`config.mk`:
```
export PLATFORM = sky130hd
export DESIGN_NAME = binary_div_seq
export DESIGN_NICKNAME = d
export VERILOG_FILES = /design/src/rtl/binary_div_seq.sv
export SDC_FILE = /design/constraint.sdc
export NUM_CORES = 1
export LEC_CHECK = 0
export ABC_AREA = 1
export CAP_MARGIN = 20
export CELL_PAD_IN_SITES_DETAIL_PLACEMENT = 1
export CELL_PAD_IN_SITES_GLOBAL_PLACEMENT = 2
export CORE_MARGIN = 4
export CORE_UTILIZATION = 31
export DETAILED_ROUTE_END_ITERATION = 10
export GPL_TIMING_DRIVEN = 0
export PLACE_DENSITY = 0.81
export SLEW_MARGIN = 0
export SYNTH_ARGS = -nofsm -noshare
export SYNTH_HDL_FRONTEND = slang
export SYNTH_SLANG_ARGS = --single-unit
```
`constraint.sdc`:
```
create_clock -name clk -period 2.2 [get_ports clk]
set_clock_uncertainty 0.15 [all_clocks]
set_input_delay 0.44 -clock clk [delete_from_list [all_inputs] [get_ports clk]]
set_output_delay 0.44 -clock clk [all_outputs]
set_load 0.01 [all_outputs]
```
`src/rtl/binary_div_seq.sv`:
```
// Sequential unsigned restoring divider: one trial subtraction per clock,
// start/done handshake, divide-by-zero flagged with Quo=all ones, Rem=Dividend.
module binary_div_seq #(
  parameter int N = 4
) (
  input  logic         clk,
  input  logic         rst_n,
  input  logic         start,
  input  logic [N-1:0] Dividend,
  input  logic [N-1:0] Divisor,
  output logic [N-1:0] Quo,
  output logic [N-1:0] Rem,
  output logic         busy,
  output logic         done,
  output logic         DivZero
);

  localparam int CW = (N > 2) ? $clog2(N) : 1;

  typedef enum logic [1:0] {
    IDLE = 2'd0,
    CALC = 2'd1,
    DONE = 2'd2
  } state_t;

  state_t        r_state;
  logic [N-1:0]  r_q;
  logic [N-1:0]  r_d;
  logic [N:0]    r_r;
  logic [CW-1:0] r_cnt;

  logic [N:0]    w_r_shift;
  logic [N:0]    w_trial;
  logic          w_fits;
  logic [N:0]    w_r_next;
  logic [N-1:0]  w_q_next;
  logic          w_last;

  // One restoring step: shift next dividend bit into R, keep the difference only if it fits.
  assign w_r_shift = {r_r[N-1:0], r_q[N-1]};
  assign w_trial   = w_r_shift - {1'b0, r_d};
  assign w_fits    = ~w_trial[N];
  assign w_r_next  = w_fits ? w_trial : w_r_shift;
  assign w_q_next  = {r_q[N-2:0], w_fits};
  assign w_last    = (r_cnt == CW'(N - 1));

  always_ff @(posedge clk or negedge rst_n) begin
    if (!rst_n) begin
      r_state <= IDLE;
      r_q     <= '0;
      r_d     <= '0;
      r_r     <= '0;
      r_cnt   <= '0;
      Quo     <= '0;
      Rem     <= '0;
      busy    <= 1'b0;
      done    <= 1'b0;
      DivZero <= 1'b0;
    end else begin
      case (r_state)
        IDLE, DONE: begin
          done <= 1'b0;
          busy <= 1'b0;
          if (start) begin
            r_q   <= Dividend;
            r_d   <= Divisor;
            r_r   <= '0;
            r_cnt <= '0;
            if (Divisor == '0) begin
              Quo     <= '1;
              Rem     <= Dividend;
              DivZero <= 1'b1;
              done    <= 1'b1;
              r_state <= DONE;
            end else begin
              busy    <= 1'b1;
              r_state <= CALC;
            end
          end else begin
            r_state <= IDLE;
          end
        end
        CALC: begin
          r_r   <= w_r_next;
          r_q   <= w_q_next;
          r_cnt <= r_cnt + CW'(1);
          if (w_last) begin
            Quo     <= w_q_next;
            Rem     <= w_r_next[N-1:0];
            DivZero <= 1'b0;
            busy    <= 1'b0;
            done    <= 1'b1;
            r_state <= DONE;
          end
        end
        default: begin
          busy    <= 1'b0;
          done    <= 1'b0;
          r_state <= IDLE;
        end
      endcase
    end
  end

endmodule
```
# == Yosys cells after proc, flatten, opt, wreduce, memory -nomap -nowiden ==
# Cells that the tools add are included.
# op_classes
reduce_logical,7
n_mux,30
eq_ne,6
addsub,2
n_bitwise,1
# op_table
operator,n
two-way mux 4 bit,9
case mux 4 bit (2 select lines),4
two-way mux 1 bit,8
two-way mux 2 bit,4
case mux 2 bit (2 select lines),2
"inequality test 2 bit, second input constant",3
case mux 1 bit (2 select lines),3
subtractor 5 x 4 -> 5 bit,1
"equality test 2 bit, second input constant",2
zero test 4 bit,1
AND reduction 2 bit,2
AND reduction 4 bit,1
"adder 2 x 1 -> 2 bit, second input constant",1
"equality test 2 x 1 -> 1 bit, second input constant",1
zero test 2 bit,1
nonzero test 2 bit,1
OR reduction 2 bit,1
inverter 1 bit,1
# word_totals
output_inout_bits,11
elab_cells,56
inputBits,11
ff_bits,27

# == Depth between registers and ports, before layout ==
# Gate-level depths: netlist of the first run.
# logic_depth
word_depth,4
ltp_mapped,12
mapped_depth_nobuf,12

# == Least setup slack after synthesis of the first run ==
# OpenSTA, ideal clock, no wires.
# synth_path
kind,reg2reg
startpoint,register r_q[3]
endpoint,register Rem[3]
setup_time_ns,0.063
stages_incl_launch_ff,13
t_required_ns,1.987
path_slack_ns,0.382
synth_period_minus_slack_ns,1.818
n_path_buf,0
t_arrival_ns,1.605
cell_sequence,dfrtp_1 > inv_1 > ha_1 > fa_1 > inv_1 > nand2_1 > nand2_1 > nand3_1 > nand2_1 > nand3_1 > nand3_1 > nand2_1 > inv_1
# synth_via
elab_chain_len,4
# synth_rtl
item,line,text
start: declaration,27,logic [N-1:0] r_q;
start signal: assignment,65,r_q <= Dividend;
start signal: assignment,85,r_q <= w_q_next;
subtractor 5 x 4 -> 5 bit,41,"assign w_trial = w_r_shift - {1'b0, r_d};"
two-way mux 4 bit,43,assign w_r_next = w_fits ? w_trial : w_r_shift;
two-way mux 4 bit,87,if (w_last) begin
case mux 4 bit (2 select lines),60,case (r_state)
end signal: assignment,71,Rem <= Dividend;
end signal: assignment,89,Rem <= w_r_next[N-1:0];
end: declaration,12,"output logic [N-1:0] Rem,"
# Every way passes these cells. The select of a mux whose other input is x is not followed.
# A chain may end at the register's enable or synchronous reset.

# == Final worst setup path of the first run ==
# Same ends and word-level chain as after synthesis.

==> results.toml, run 1 <==
[floorplanning]
row_count = 24
die_y_um = 75.4
dieArea_um2 = 5690
coreArea_um2 = 4380
io_pins = 22
start_util_pct = 32.2
die_w_um = 75.4

[route]
via_per_inst = 4.85
drtIter0Drc = 54
ant_nets = 0
firstDrtPassIters = 4
dr_total_vias = 1184
finalWirelength_um = 3390
drc_errors = 0
wl_per_cell_um = 13.9

[logic_synthesis]
synth-seq-area-share_pct = 46.1
yosys_register_bits = 26
ys_types = 27
postSynthCellCount = 163
synth_fp_nets = 180
synth_top_area_share_pct = 46.1
synthTopCellsByArea = "dfrtp_1 46%, nand2_1 8.0%, nand3_1 7.8%"
synth_top_area_cell = "dfrtp_1"
async_flop_share_pct = 100
synthFlopType = "dfrtp_1"
yosysWarnings = 0
yosysMostFrequentCell = "nand2_1"
synth.avg_cell_area_um2 = 8.65
netlist_area_um2 = 1410
synth_edf_count = 0
synth_common_cells = "30 x nand2_1, 26 x dfrtp_1, 25 x inv_1"

[worst_setup_path]
path_class = "reg -> reg"
crit_chain = "inv_1 > ha_1 > fa_2 > inv_1 > nand2_1 > nand2_1 > nand3_1 > nand2_2 > nand3_1 > nand3_1 > nand2_1 > inv_1"
cp-end-kind = "flip-flop"
cp.arrival_ns = 2.08
crit_path_start_kind = "flip-flop"
critPathSlowestCell = "dfrtp_1"
path_max_fanout = 6
worstPathRequired_ns = 2.27
max_stage_delay_ns = 0.38
r2r_cells = 12

[clock_tree]
clkTransAtPathRegs_ns = 0.10
cts_tree = "built"
cts_buffer_depth = 2
cts_made_buffers = 3
cts.sinks = 26
clock_latency_ns = 0.27
cts-root-buf = "clkbuf_8"
h-tree-depth = 1

[sta]
maxSlewHeadroom_pct = 59.0
setup_viol = 0
layout_min_cycle_time_ns = 2.01
hold_viol_final = 0
fmax_ghz = 0.498
fin_crit_sh_pct = 91.2
worst_pin_slew_ns = 0.614
finalWorstSetupSlack_ns = 0.193
rsz0062_at_grt = "yes"
final_max_slew_viol_count = 0

[global_route]
grt_max_degree = 17
grt_pass1_vias = 1289
overflow = 0
grt_use_total_pct = 13.6
grt_first_pass_wirelength_um = 6070
antenna_found_initial = 0

[power]
p_leak_nw = 0.873
power.density_nw_per_um2 = 1580
ir_drop_v = 0.000528

[worst_hold_path]
worstHoldPathCells = 2
holdCritPathClass = "reg -> reg"

[cells_and_area]
layout-area-overhead-vs-synth_pct = 27.5
stdcell_count = 244
num_antenna_cells = 0
drive_gt1_share_pct = 13.0
nNetsFinal = 210

[place]
dp_hpwl_um = 2730
numPortBuffers = 21
place_ws_ns = 0.0404
dp.cells = 237
gp_congestion = 0.822

[run_status]
status = "finished clean"

[flow_run]
drv_cap = 0
-- kinds of logic after synthesis --
kind of cell             after synthesis  synth area share [%]
XOR/XNOR                               1                 0.621
AND/OR/NAND/NOR                       72                  26.0
adder cells (fa/ha/maj)                6                  5.86
AO/OA/AOI/OAI                         27                  11.8
buffers and inverters                 31                  9.58
flip-flops                            26                  46.1
-- metrics by stage --
| stage | utilization (%) | cell area, µm² | setup TNS (ns) | hold WS [ns] | total power [mW] |
|---|---|---|---|---|---|
| floorplan | - | 1410 | 0 | -0.00559 | 1.93 |
| global placement | 38.4 | 1690 | 0 | 0.310 | 2.38 |
| detailed placement | 39.1 | 1710 | 0 | 0.314 | 2.46 |
| CTS | 40.3 | 1770 | 0 | 0.340 | 2.79 |
| global route | 41.0 | 1800 | -0.0220 | 0.381 | 3.15 |
| finish | 41.0 | 1800 | 0 | 0.334 | 2.84 |
-- flip-flops by register name, summed over array words and instances, names as in the netlist --
register  count
DivZero       1
Quo           4
Rem           4
busy          1
done          1
r_cnt         2
r_d           4
r_q           4
r_r           4
r_state       1
-- routing by layer --
metal	share of wire (%)	GRT usage [%]	up-vias	wire [µm]
met5	0	0	-	0
met4	0.12	1.94	0	4
met3	3.0	2.37	2	102
met2	51	24.0	12	1750
met1	45	17.9	585	1540
li1	-	-	585	-
-- worst max-delay path, delay by kind of cell, from the launching register on --
| family | cells | cell delay [ns] |
|---|---|---|
| and+or+nand+nor | 7 | 0.65 |
| DFF | 1 | 0.38 |
| adders and majority gates | 2 | 0.58 |
| buffers and inverters | 3 | 0.19 |
-- cell type report --
type	count	area, µm²
fillers	530	2590
repair buffers	25	260
multi-input cells	106	632
flip-flops and latches	26	651
plain buffers	3	30.0
clock buffers	4	55.1
inverters	28	105
well taps	52	65.1
-- placed cells by master, fill, tap and decap left out, types with 2 or more instances in the layout --
cell type | netlist | final
buf_6 | 2 | 2
a21oi_1 | 7 | 7
o21ai_0 | 12 | 12
nand2_1 | 30 | 28
inv_2 | 3 | 3
nand2_4 | 2 | 2
ha_1 | 5 | 5
clkbuf_8 | 0 | 4
or2_1 | 3 | 3
nand3_1 | 22 | 22
buf_4 | 1 | 4
nand2_2 | 1 | 3
dfrtp_1 | 26 | 26
clkdlybuf4s50_1 | 0 | 21
inv_1 | 25 | 25
nor2_1 | 10 | 10
o211ai_1 | 2 | 2
-- worst paths after layout --
check	start	slack, ns	to
min	Quo[2]$_DFFE_PN0P_	0.33	Quo[2]$_DFFE_PN0P_
min reg2reg	Quo[2]$_DFFE_PN0P_	0.33	Quo[2]$_DFFE_PN0P_
min in group asynchronous	rst_n	0.39	r_r[3]$_DFFE_PN0P_
max reg2reg	r_q[3]$_DFFE_PN0P_	0.19	Rem[3]$_DFFE_PN0P_
max in group asynchronous	rst_n	1.01	Quo[3]$_DFFE_PN0P_
max	r_q[3]$_DFFE_PN0P_	0.19	Rem[3]$_DFFE_PN0P_
-- report_power, final --
part	leakage, nW	switching [mW]	total [mW]	internal (mW)
Combinational	0.532	0.916	1.66	0.743
Sequential	0.312	0.147	0.858	0.711
Clock	0.0288	0.161	0.321	0.160
Total	0.873	1.22	2.84	1.61
-- what timing repair did --
action,in CTS,in global routing
gates resized for setup,0,3
buffers inserted,0,3
setup endpoints to repair,0,9
hold buffers,0,0
Power figures use the tool's default switching activity.
==> run 2, diff against run 1 <==
CTS_CLUSTER_SIZE = 24   (was unset)
==> results of run 2 <==
The final DEF is identical to that of run 1; final timing and power are the same.
